==> src/rtl/bridge_pkg.sv <==
// Shared AHB transfer-type encodings and arbiter state type for the AHB-to-APB bridge slice.
package bridge_pkg;

    localparam logic [1:0] HTRANS_IDLE   = 2'b00;
    localparam logic [1:0] HTRANS_BUSY   = 2'b01;
    localparam logic [1:0] HTRANS_NONSEQ = 2'b10;
    localparam logic [1:0] HTRANS_SEQ    = 2'b11;

    typedef enum logic [1:0] {
        ST_DEFAULT,
        ST_OWNED,
        ST_LOCKED
    } arb_state_e;

endpackage

==> src/rtl/rr_priority_picker.sv <==
// Combinational round-robin search: first set request after index last_i, wrapping.
module rr_priority_picker #(
    parameter int unsigned NUM_MASTERS = 4,
    parameter int unsigned MW          = $clog2(NUM_MASTERS)
) (
    input  logic [NUM_MASTERS-1:0] req_i,
    input  logic [MW-1:0]          last_i,
    output logic [MW-1:0]          winner_o,
    output logic                   valid_o
);

    int unsigned idx;

    always_comb begin
        winner_o = '0;
        valid_o  = 1'b0;
        idx      = 0;
        // Offsets 1..NUM_MASTERS so the previous winner is checked last.
        for (int unsigned i = 1; i <= NUM_MASTERS; i++) begin
            idx = (32'(last_i) + i) % NUM_MASTERS;
            if (!valid_o && req_i[idx]) begin
                winner_o = MW'(idx);
                valid_o  = 1'b1;
            end
        end
    end

endmodule

==> src/rtl/ahb_bus_arbiter.sv <==
// Round-robin AHB arbiter in front of the bridge slave port; grants move only at
// transfer boundaries. Define ARB_LOCK_EN to honour hlock (locked sequences).
module ahb_bus_arbiter
    import bridge_pkg::*;
#(
    parameter int unsigned NUM_MASTERS = 4,
    parameter int unsigned MW          = $clog2(NUM_MASTERS)
) (
    input  logic                   hclk,
    input  logic                   hresetn,
    input  logic [NUM_MASTERS-1:0] hbusreq,
    input  logic [NUM_MASTERS-1:0] hlock,
    input  logic [1:0]             htrans,
    input  logic                   hready,
    output logic [NUM_MASTERS-1:0] hgrant,
    output logic [MW-1:0]          hmaster,
    output logic [MW-1:0]          hmaster_data,
    output logic                   hmastlock
);

    arb_state_e             state_q, state_d;
    logic [NUM_MASTERS-1:0] grant_q, grant_d;
    logic [MW-1:0]          last_q, last_d;
    logic [MW-1:0]          hmaster_q, hmaster_d;
    logic [MW-1:0]          hmaster_data_q, hmaster_data_d;
    logic                   hmastlock_q, hmastlock_d;

    logic [MW-1:0] owner;
    logic [MW-1:0] winner;
    logic          win_valid;
    logic          owner_lock;
    logic          win_lock;
    logic          hold;

    rr_priority_picker #(
        .NUM_MASTERS (NUM_MASTERS),
        .MW          (MW)
    ) u_picker (
        .req_i    (hbusreq),
        .last_i   (last_q),
        .winner_o (winner),
        .valid_o  (win_valid)
    );

    always_comb begin
        owner = '0;
        for (int unsigned i = 0; i < NUM_MASTERS; i++) begin
            if (grant_q[i]) begin
                owner = MW'(i);
            end
        end
    end

`ifdef ARB_LOCK_EN
    assign owner_lock = hlock[owner];
    assign win_lock   = hlock[winner];
`else
    logic unused_hlock;
    assign unused_hlock = ^hlock;
    assign owner_lock   = 1'b0;
    assign win_lock     = 1'b0;
`endif

    // BUSY and SEQ both have htrans[0] set: never split a burst mid-flight.
    assign hold = htrans[0] || ((state_q == ST_LOCKED) && owner_lock);

    always_comb begin
        state_d        = state_q;
        grant_d        = grant_q;
        last_d         = last_q;
        hmaster_d      = hmaster_q;
        hmaster_data_d = hmaster_data_q;
        hmastlock_d    = hmastlock_q;
        if (hready) begin
            hmaster_d      = owner;
            hmaster_data_d = hmaster_q;
            hmastlock_d    = owner_lock;
            if (!hold) begin
                if (win_valid) begin
                    grant_d         = '0;
                    grant_d[winner] = 1'b1;
                    last_d          = winner;
                    state_d         = win_lock ? ST_LOCKED : ST_OWNED;
                end else begin
                    grant_d = NUM_MASTERS'(1);
                    state_d = ST_DEFAULT;
                end
            end
        end
    end

    always_ff @(posedge hclk or negedge hresetn) begin
        if (!hresetn) begin
            state_q        <= ST_DEFAULT;
            grant_q        <= NUM_MASTERS'(1);
            last_q         <= MW'(NUM_MASTERS - 1);
            hmaster_q      <= '0;
            hmaster_data_q <= '0;
            hmastlock_q    <= 1'b0;
        end else begin
            state_q        <= state_d;
            grant_q        <= grant_d;
            last_q         <= last_d;
            hmaster_q      <= hmaster_d;
            hmaster_data_q <= hmaster_data_d;
            hmastlock_q    <= hmastlock_d;
        end
    end

    assign hgrant       = grant_q;
    assign hmaster      = hmaster_q;
    assign hmaster_data = hmaster_data_q;
    assign hmastlock    = hmastlock_q;

endmodule

==> config.mk <==
export PLATFORM = sky130hd
export DESIGN_NAME = ahb_bus_arbiter
export DESIGN_NICKNAME = d
export VERILOG_FILES = /design/src/rtl/bridge_pkg.sv /design/src/rtl/rr_priority_picker.sv /design/src/rtl/ahb_bus_arbiter.sv
export SDC_FILE = /design/constraint.sdc
export NUM_CORES = 1
export LEC_CHECK = 0
export CORE_MARGIN = 2
export CORE_UTILIZATION = 39
export DETAILED_ROUTE_END_ITERATION = 12
export PLACE_DENSITY = 0.75
export SETUP_SLACK_MARGIN = 0.4
export SYNTH_ARGS = -nofsm -noshare
export SYNTH_HDL_FRONTEND = slang
export SYNTH_SLANG_ARGS = --single-unit
==> constraint.sdc <==
create_clock -name hclk -period 1.57 [get_ports hclk]
set_input_delay 0.157 -clock hclk [delete_from_list [all_inputs] [get_ports hclk]]
set_output_delay 0.157 -clock hclk [all_outputs]
set_load 0.02 [all_outputs]
==> results.toml <==
[clocking]
clk_pin_slew_ns = 0.06
cts_made_buffers = 3
cts_tree = "built"
cts_sinks = 10
cts_hold_buf = 0
cts.path.max_buffers = 2
root_buffer = "clkbuf_4"
htreeDepth = 1
clk_latency_ns = 0.26

[floorplanning]
pin_count = 22
core-area_mm2 = 0.00127
fp.dieH_um = 40.3
start_util_pct = 40.4
die_w_um = 40.3
fp-row-count = 13
die-area_mm2 = 0.00162

[pwr]
swShare_pct = 34.7
pwr-share-clk_pct = 17.4
share_comb_of_total_power_pct = 40.6
p_int_uw = 644
power.leakage_nw = 0.312
total_power_uw = 987
p_per_area_mw_per_mm2 = 1380
irDropWorstVdd_uv = 884
seqPwrFrac_pct = 42.0
switching_power_uw = 343

[sta]
hold-worst-slack_ns = 0.196
timing.fmax_mhz = 731
skew_ns = 0.0120
hold_viol = 0
setup_tns_ns = 0
setup_viol = 0
finalMaxSlewViolations = 0
rsz0062_at_grt = "yes"
period_share_pct = 87.1
period_needed_ns = 1.37

[setup_path]
critPathMaxStageDelay_ns = 0.61
critical_path_required_ns = 1.71
critical-path-top-delay-family = "flip-flops"
crit_path_start_kind = "flip-flop"
worst-path-buf-inv = 0
cp_slowest_cell = "dfstp_2"
worstPathMaxFanout = 7
cp-end-kind = "flip-flop"
cp.arrival_ns = 1.50
cp_cell_sequence = "nand2_1, a21oi_2, o221ai_2, a32o_1"
worst-setup-path-type = "reg2reg"

[global_route]
grtUsageTotal_pct = 13.8
grt_overflow_total = 0
grt_pass1_vias = 360
grt_max_degree = 11
antenna_found_initial = 0
grt_pass1_wl_um = 1440

[drt]
drt_pass1_iterations = 4
drt_iter0_markers = 19
wire_per_inst_um = 11.6
vias_per_cell = 5.04
wl_um = 952
drtAntennaViolNets = 0
via_count = 413
drcViolationCount = 0

[placed_design]
place.port_buffers = 15
hpwl_um = 744
gp_congestion = 0.720
place_inst = 77

[layout]
fin_nets = 81
final_cells = 82
area_growth_pct = 39.8
drive_above_1_share_pct = 37.3
n_antenna_cell = 0

[synthesis]
syn_avg_cell_area_um2 = 11.2
synth_common_cells = "dfrtp_1, a21oi_1, nor2_1"
synthTopCellsByArea = "dfrtp_1, dfstp_2, mux2_2"
ys_seq_area_share_pct = 49.5
synth_top_area_share_pct = 34.1
yosysMostFrequentCell = "dfrtp_1"
synthCells = 46
yosysWarningCount = 0
yosys_register_bits = 10
synth-edff-count = 0
synthesis.nets = 59
synth_cell_types = 24
syn_area_um2 = 513
synth_top_area_cell = "dfrtp_1"
synth_ff_type = "dfrtp_1"
postSynth.asyncResetShare_pct = 100

[outcome]
status = "completed"

[job]
cap_violations = 0

[min_path]
worst_hold_path_type = "in2async"
## cells in the final DEF (no fill, tap or decap), types with 2 or more instances in the layout
master           netlist  layout
clkbuf_4               0       3
a21oi_2                1       2
clkdlybuf4s50_1        0       7
dfstp_2                3       3
mux2i_1                2       2
dlygate4sd2_1          0       4
nand2_1                3       3
buf_4                  1       4
dfrtp_1                7       7
mux2_2                 3       2
clkbuf_2               0       3
a21oi_1                5       4
nor2_1                 4       4
## per-stage QoR
| step | cell area (um2) | setup WS (ns) | utilization [%] |
|---|---|---|---|
| after floorplan | 513 | 0.268 | - |
| after detailed placement | 692 | 0.0160 | 54.5 |
| after global routing | 717 | 0.117 | 56.5 |
| after global placement | 692 | 0.0522 | 54.5 |
| after CTS | 724 | 0.185 | 57.1 |
| final | 717 | 0.202 | 56.5 |
## area by class of cell
| class | count | area, um2 |
|---|---|---|
| tap | 15 | 18.8 |
| timing repair buffer | 19 | 160 |
| inverter | 1 | 3.75 |
| fill | 121 | 552 |
| multi-input combinational | 33 | 254 |
| clock buffer | 4 | 26.3 |
| sequential | 10 | 254 |
## power by group through the flow
| stage | clock network, mW | logic [mW] | registers (mW) |
|---|---|---|---|
| 2_1_floorplan | 0 | 0.155 | 0.492 |
| 3_3_place_gp | 0 | 0.412 | 0.422 |
| 5_1_grt | 0.192 | 0.438 | 0.428 |
| 6_report | 0.172 | 0.401 | 0.414 |
| 4_1_cts | 0.182 | 0.406 | 0.411 |
| 3_5_place_dp | 0 | 0.418 | 0.426 |
## worst paths after layout
| path | start | cells past startpoint | to | slack [ns] |
|---|---|---|---|---|
| hold / removal | hresetn | 1 | hmaster_data[1] | 0.20 |
| hold reg to reg | hmaster_data[1] | 1 | hmaster_data[1] | 0.51 |
| min in group hclk | hmaster_data[1] | 1 | hmaster_data[1] | 0.51 |
| max in group asynchronous | hresetn | 1 | hgrant[0] | 1.03 |
| setup / recovery | last_q[1] | 4 | hgrant[1] | 0.20 |
| setup reg to reg | last_q[1] | 4 | hgrant[1] | 0.20 |
## flip-flops by register name (all words and copies together), names as in the netlist
signal and count:
hgrant 4, hmaster_data 2, hmaster 2, last_q 2
## kinds of logic after synthesis
kind of cell / count (synthesis) / synth area share, %
compound gates: 13 / 20.7
buf+inv: 3 / 3.17
flops: 10 / 49.5
mux: 5 / 10.5
other cells: 1 / 0.731
simple gates: 14 / 15.4
## timing repair
action	4_1_cts	5_1_grt
resized for setup	12	8
endpoints found under the hold margin	0	0
endpoints found under the setup margin	14	10
buffers inserted	1	0
pin swaps	4	3
## worst reg2reg max path, cell delays in order (launching register included)
cell and delay [ns]:
dfstp_2 0.61, nand2_1 0.09, a21oi_2 0.14, o221ai_2 0.16, a32o_1 0.25
## metal layers
layer	routed length, um	part of all wire, %	global-route usage [%]
met1	439	46	18.0
met5	0	0	0
met2	455	48	21.0
met4	0	0	2.50
met3	57	6.0	6.67
No activity file was read; power rests on OpenSTA's default activity.
